File: src/rtl/mem_req_arbiter.sv
// mem_req_arbiter: single-outstanding arbiter between the CPU fetch/load-store
// request channels and ideal_mem, with a programmable wait before each access.
//
// state  | meaning
// -------+-------------------------------------------------------------
// IDLE   | ready to accept; data request has priority over fetch
// WAIT   | counting down LATENCY cycles before the memory access
// ACCESS | one cycle of memory strobes; read data captured at its end
// RESP   | one-cycle response pulse on the requesting channel
module mem_req_arbiter #(
    parameter int MEM_ADDR_WIDTH = 10,
    parameter int LATENCY        = 2
) (
    input  logic                      clk,
    input  logic                      rst,
    input  logic                      inst_req_valid,
    output logic                      inst_req_ready,
    input  logic [31:0]               inst_addr,
    output logic                      inst_resp_valid,
    output logic [31:0]               inst_rdata,
    input  logic                      data_req_valid,
    output logic                      data_req_ready,
    input  logic                      data_wen,
    input  logic [31:0]               data_addr,
    input  logic [31:0]               data_wdata,
    output logic                      data_resp_valid,
    output logic [31:0]               data_rdata,
    output logic [MEM_ADDR_WIDTH-1:0] mem_Waddr,
    output logic [MEM_ADDR_WIDTH-1:0] mem_Raddr1,
    output logic [MEM_ADDR_WIDTH-1:0] mem_Raddr2,
    output logic                      mem_Wren,
    output logic                      mem_Rden1,
    output logic                      mem_Rden2,
    output logic [31:0]               mem_Wdata,
    input  logic [31:0]               mem_Rdata1,
    input  logic [31:0]               mem_Rdata2
);

    localparam logic [1:0] S_IDLE   = 2'd0;
    localparam logic [1:0] S_WAIT   = 2'd1;
    localparam logic [1:0] S_ACCESS = 2'd2;
    localparam logic [1:0] S_RESP   = 2'd3;

    localparam logic [3:0] LAT = 4'(LATENCY);

    logic [1:0]                r_state;
    logic [3:0]                r_cnt;
    logic [MEM_ADDR_WIDTH-1:0] r_addr;
    logic [31:0]               r_wdata;
    logic                      r_wen;
    logic                      r_src;       // 1 = data channel, 0 = fetch
    logic [31:0]               r_inst_rdata;
    logic [31:0]               r_data_rdata;
    logic                      r_inst_resp;
    logic                      r_data_resp;

    logic w_idle;
    logic w_access;
    logic w_data_hs;
    logic w_inst_hs;
    logic w_unused_addr_bits;

    // Ready is suppressed while rst is held so nothing can handshake in reset.
    assign w_idle         = (r_state == S_IDLE) && !rst;
    assign data_req_ready = w_idle;
    assign inst_req_ready = w_idle && !data_req_valid;
    assign w_data_hs      = data_req_valid && data_req_ready;
    assign w_inst_hs      = inst_req_valid && inst_req_ready;
    assign w_access       = (r_state == S_ACCESS);

    // Byte-offset and upper address bits are intentionally discarded (wrap).
    assign w_unused_addr_bits = ^{inst_addr[31:MEM_ADDR_WIDTH+2], inst_addr[1:0],
                                  data_addr[31:MEM_ADDR_WIDTH+2], data_addr[1:0]};

    assign mem_Rden1  = w_access && !r_src;
    assign mem_Rden2  = w_access && r_src && !r_wen;
    assign mem_Wren   = w_access && r_src && r_wen;
    assign mem_Waddr  = r_addr;
    assign mem_Raddr1 = r_addr;
    assign mem_Raddr2 = r_addr;
    assign mem_Wdata  = r_wdata;

    assign inst_resp_valid = r_inst_resp;
    assign data_resp_valid = r_data_resp;
    assign inst_rdata      = r_inst_rdata;
    assign data_rdata      = r_data_rdata;

    // Transaction FSM: grant, latch the request, count latency, access, respond.
    always_ff @(posedge clk or posedge rst) begin
        if (rst) begin
            r_state <= S_IDLE;
            r_cnt   <= 4'd0;
            r_addr  <= '0;
            r_wdata <= 32'd0;
            r_wen   <= 1'b0;
            r_src   <= 1'b0;
        end else begin
            case (r_state)
                S_IDLE: begin
                    if (w_data_hs) begin
                        r_addr  <= data_addr[MEM_ADDR_WIDTH+1:2];
                        r_wdata <= data_wdata;
                        r_wen   <= data_wen;
                        r_src   <= 1'b1;
                        r_cnt   <= LAT;
                        r_state <= (LAT == 4'd0) ? S_ACCESS : S_WAIT;
                    end else if (w_inst_hs) begin
                        r_addr  <= inst_addr[MEM_ADDR_WIDTH+1:2];
                        r_wen   <= 1'b0;
                        r_src   <= 1'b0;
                        r_cnt   <= LAT;
                        r_state <= (LAT == 4'd0) ? S_ACCESS : S_WAIT;
                    end
                end
                S_WAIT: begin
                    r_cnt <= r_cnt - 4'd1;
                    if (r_cnt == 4'd1) begin
                        r_state <= S_ACCESS;
                    end
                end
                S_ACCESS: r_state <= S_RESP;
                default:  r_state <= S_IDLE;
            endcase
        end
    end

    // Response pulses and read-data capture at the end of the ACCESS cycle.
    always_ff @(posedge clk or posedge rst) begin
        if (rst) begin
            r_inst_resp  <= 1'b0;
            r_data_resp  <= 1'b0;
            r_inst_rdata <= 32'd0;
            r_data_rdata <= 32'd0;
        end else begin
            r_inst_resp <= w_access && !r_src;
            r_data_resp <= w_access && r_src;
            if (w_access && !r_src) begin
                r_inst_rdata <= mem_Rdata1;
            end
            if (w_access && r_src) begin
                r_data_rdata <= r_wen ? 32'd0 : mem_Rdata2;
            end
        end
    end

endmodule

File: config.mk
export PLATFORM = sky130hd
export DESIGN_NAME = mem_req_arbiter
export DESIGN_NICKNAME = d
export VERILOG_FILES = /design/src/rtl/mem_req_arbiter.sv
export SDC_FILE = /design/constraint.sdc
export NUM_CORES = 1
export LEC_CHECK = 0
export CAP_MARGIN = 25
export CORE_AREA = 2 2 116 118
export CTS_BUF_LIST = sky130_fd_sc_hd__clkbuf_8
export CTS_CLUSTER_SIZE = 10
export DETAILED_ROUTE_END_ITERATION = 12
export DIE_AREA = 0 0 118 120
export PLACE_DENSITY = 0.85
export SYNTH_ARGS = -nofsm -noshare
export SYNTH_HDL_FRONTEND = slang
export SYNTH_SLANG_ARGS = --single-unit
File: constraint.sdc
create_clock -name clk -period 10.8 [get_ports clk]
set_input_delay 2.16 -clock clk [delete_from_list [all_inputs] [get_ports clk]]
set_output_delay 2.16 -clock clk [all_outputs]
set_load 0.005 [all_outputs]
# Yosys cells after proc, flatten, opt, wreduce, memory -nomap -nowiden

Index checks and enable logic that the tools add are counted.

Flip-flop bits (word level): 116
Latch bits: 0
Memory bits (writable): 0
Memory bits (read-only): 0
Input port bits: 165
Output and inout bits: 133
Word-level logic and storage cells: 48
Memories kept: 0

Add/subtract/negate cells: 1
Multipliers: 0
Divide/modulo/power cells: 0
Magnitude comparators: 0
Equal/unequal tests: 5
Shift-type cells: 0
Multiplexer cells: 13
Bitwise logic cells: 0
Reductions and logical operators: 19

Operator list:

| cell                                                               | count |
|---|---|
| 32-bit 2-to-1 mux                                                  | 1 |
| 10-bit 2-to-1 mux                                                  | 2 |
| 1-bit logical AND                                                  | 8 |
| 4-bit 2-to-1 mux                                                   | 2 |
| 4-bit one-hot mux with 2 select lines                              | 1 |
| 2-bit AND reduction                                                | 4 |
| 2-bit 2-to-1 mux                                                   | 3 |
| 2-bit one-hot mux with 3 select lines                              | 1 |
| 4-bit by 1-bit == test with 1-bit output, second input constant    | 1 |
| 1-bit logical NOT                                                  | 4 |
| 2-bit nonzero test                                                 | 2 |
| 4-bit by 1-bit subtractor with 4-bit output, second input constant | 1 |
| 1-bit 2-to-1 mux                                                   | 3 |
| 3-bit != test, second input constant                               | 1 |
| 2-bit by 1-bit == test with 1-bit output, second input constant    | 1 |
| 2-bit == test, second input constant                               | 1 |
| 2-bit logical NOT                                                  | 1 |
| 2-bit != test, second input constant                               | 1 |

# Longest topological paths before layout

Word-level depth: 7
Gate-level depth with buffers: 7
Depth with buffers taken out: 6

# Least setup slack after synthesis

No wires, ideal clock.

Kind: input -> output
Start: input rst
End: output inst_req_ready
Data arrival time: 2629 ps
Data required time: 8640 ps
Setup slack: 6011 ps
Stages on the path: 3
Cells stage by stage: nand2b_1 clkbuf_1 nor2_1

Longest elaborated chain between the ends: 3

RTL lines:

| what                        | line | RTL |
|---|---|---|
| from (decl)                 | 15   | `input logic rst,` |
| 1-bit logical NOT (no line) | n/a  |  |
| 1-bit logical AND           | 64   | `assign w_idle = (r_state == S_IDLE) && !rst;` |
| 1-bit logical AND           | 66   | `assign inst_req_ready = w_idle && !data_req_valid;` |
| to (decl)                   | 17   | `output logic inst_req_ready,` |

No other way between the ends.

# Final worst setup path

Ends and elaborated chain as after synthesis.

==> qor.csv <==
metric,value,unit
Slew headroom,34.7,%
CTS sink cnt,116,
Initial Util,38.4,%
worst r2r src,r_state[0]$_DFFE_PP0P_,
1st-iter DRT viols,142,
Post-Syn Area,4980,µm²
clock network fraction of design power,17.3,%
placed cell areas,7480,µm²
clk_skew,0.0122,ns
port bufs,253,
Remaining DRCs,0,
max cap viols,0,
crit share post-route,55.1,%
DP Wirelength,9670,µm
crit path capture,inst_req_ready,
synthesis-to-finish area growth,57.8,%
Die Footprint,14200,µm²
CTS tree,built,
vias in the first global route,3946,
fmax,0.168,GHz
dominant cell type by area after synthesis,dfrtp_1,
GRT overflow,0,
Logic pwr share,46.3,%
peak supply drop,0.131,mV
"commonest non-fill, non-tap cell in the layout",clkdlybuf4s50_1,
crit path max fanout,13,
final setup margin,4.85,ns
Die Wd,118,µm
Int Pwr,1.54,mW
Max Slew Vio Count,0,
routability cong.,0.746,
Max stage delay on crit path,0.52,ns
die height,120,µm
worst slew pin tran,0.976,ns
Via density,4.66,
Via Count,3801,
Startpoint Class,primary input,
first-pass GRT wire length,20800,µm
RSZ-0062 raised after global routing,no,
Setup WS pre-CTS,4.90,ns
"Avg Cell Area, Syn",12.7,µm²
Crit. End Element,output pin,
register area share after synthesis,58.3,%
crit path DAT,3.79,ns
layout net count,797,
"Reg clk slew, reported paths",0.07,ns
Flop pwr share,36.3,%
Resized Gates After CTS,0,
Synth Register Bits,116,
CP Cell Sequence,clkdlybuf4s50_1 -> nand2b_1 -> nor2_1 -> clkdlybuf4s50_1,
Reg2Reg Setup Slack,8.55,ns
final setup violation count,0,
clk buf depth,2,
net switching power,645,µW
Synth area leaders,"dfrtp_1, mux2_4, mux2_2",
CTS root buffer,clkbuf_8,
Reg2Reg Depth,5,
H-tree depth,4,
largest net degree at the start of global routing,67,
Hold Path Depth,2,
IO Pins,298,
leakage power total,3.37,nW
post-route design area,7860,µm²
status,finished clean,
"commonest non-fill, non-tap cells in the layout","clkdlybuf4s50_1, dfrtp_1, o21ai_0",
Core Region,13000,µm²
Final Core Density,60.5,%
# hold bufs at CTS,0,
Crit Path Category,primary input to output pin,
"Clk Latency, worst-skew pair",0.43,ns
power per cell area,278,nW/µm²
CTS buffer count,17,
WL per Instance,16.1,µm
Reg-to-Reg End,mem_Wdata[29]$_DFFE_PP0P_,
crit path from,rst,
share of cells above drive strength 1,16.1,%
Mapped Cells,393,
synth warn,0,
Detail Route Antenna Nets,0,
Tmin final,5.95,ns
row count,42,
final wirelength,13100,µm
CP dominant cell by count,clkdlybuf4s50_1,
WP data required,8.64,ns
All-Layer GR Usage,18.8,%
TNS Setup,0,ns
post-CTS setup buffers,0,
TritonRoute pass-1 iters,4,
syn nets,563,
Sw Ratio,29.5,%
hold crit path type,register to register,
top cell type's share of synthesized area,58.3,%
total power,2.19,mW
Cell variety after synth,37,
final hold vios,0,
FILL cells,1029,
Ant. Diodes,0,
slowest CP cell,clkdlybuf4s50_1,
initial antenna violation count,0,
[worst min path at each step]
stage	from	end
2_1_floorplan	data_rdata[0]$_DFFE_PP0N_	data_rdata[0]$_DFFE_PP0N_
3_3_place_gp	data_rdata[16]$_DFFE_PP0N_	data_rdata[16]$_DFFE_PP0N_
3_5_place_dp	data_rdata[4]$_DFFE_PP0N_	data_rdata[4]$_DFFE_PP0N_
4_1_cts	data_rdata[4]$_DFFE_PP0N_	data_rdata[4]$_DFFE_PP0N_
5_1_grt	data_rdata[16]$_DFFE_PP0N_	data_rdata[16]$_DFFE_PP0N_
6_report	data_rdata[16]$_DFFE_PP0N_	data_rdata[16]$_DFFE_PP0N_
[synthesized netlist by cell type]
cell type,number
a2111oi_2,1
a211o_1,2
a211oi_1,1
a21o_1,1
a22o_1,2
a22oi_1,1
a2bb2oi_1,1
a32oi_1,1
and3_1,2
and3b_1,1
buf_12,2
buf_2,5
buf_4,20
buf_6,2
buf_8,1
clkbuf_1,11
clkbuf_2,1
clkinv_1,1
dfrtp_1,116
ha_1,5
inv_1,7
inv_2,1
mux2_1,1
mux2_2,36
mux2_4,28
nand2_1,36
nand2b_1,33
nor2_1,5
nor2b_1,1
nor3b_1,1
o21ai_0,43
o21ai_1,10
o21bai_1,1
o22a_1,1
o22ai_1,10
or3_1,1
or3b_1,1
[area by class of cell]
type | instances | area (µm²) | area share, %
clock buffers | 19 | 262 | 3.33
clock inverters | 13 | 118 | 1.50
inverters | 9 | 36.3 | 0.462
multi-input cells | 226 | 1760 | 22.3
flip-flops and latches | 116 | 2900 | 36.9
well taps | 176 | 220 | 2.80
repair buffers | 257 | 2560 | 32.6
[through the flow]
| step | hold slack, ns | cells |
|---|---|---|
| CTS | 0.484 | 816 |
| global placement | 0.461 | 784 |
| floorplan | 0.473 | 393 |
| detailed placement | 0.469 | 784 |
| finish | 0.476 | 816 |
| global route | 0.507 | 816 |
[power groups by stage]
stage	Sequential [mW]	Combinational (mW)	Clock, mW
after detailed placement	0.803	1.02	0
final	0.795	1.01	0.379
after floorplan	0.787	0.458	0
after global placement	0.786	0.987	0
after global routing	0.822	1.08	0.415
after CTS	0.797	1.03	0.392
[logic make-up (layout without fill, tap and decap cells)]
group,Yosys count,in the layout,share of synthesized area (%)
compound gates,75,75,8.72
fa+ha+maj,5,5,1.26
flops,116,116,58.3
mux,65,65,16.8
simple gates,81,81,8.24
buf+inv,51,298,6.68
[critical path, delay by kind of cell]
family / cells / cell delay [ns]
simple gates: 2 / 0.61
buf+inv: 2 / 1.01
[sequential cells by signal, summed over array words and instances (netlist names), 2 cells and up]
register,cells
r_cnt,4
mem_Raddr1,10
data_rdata,32
mem_Wdata,32
r_state,2
inst_rdata,32
[metal layers]
layer | vias up | wire length, µm | GRT usage, %
li1 | 1793 | - | -
met1 | 1826 | 5320 | 21.9
met2 | 160 | 6690 | 31.8
met3 | 22 | 828 | 6.42
met4 | 0 | 286 | 7.53
met5 | - | 0 | 0
(Power assumes the default switching activity.)
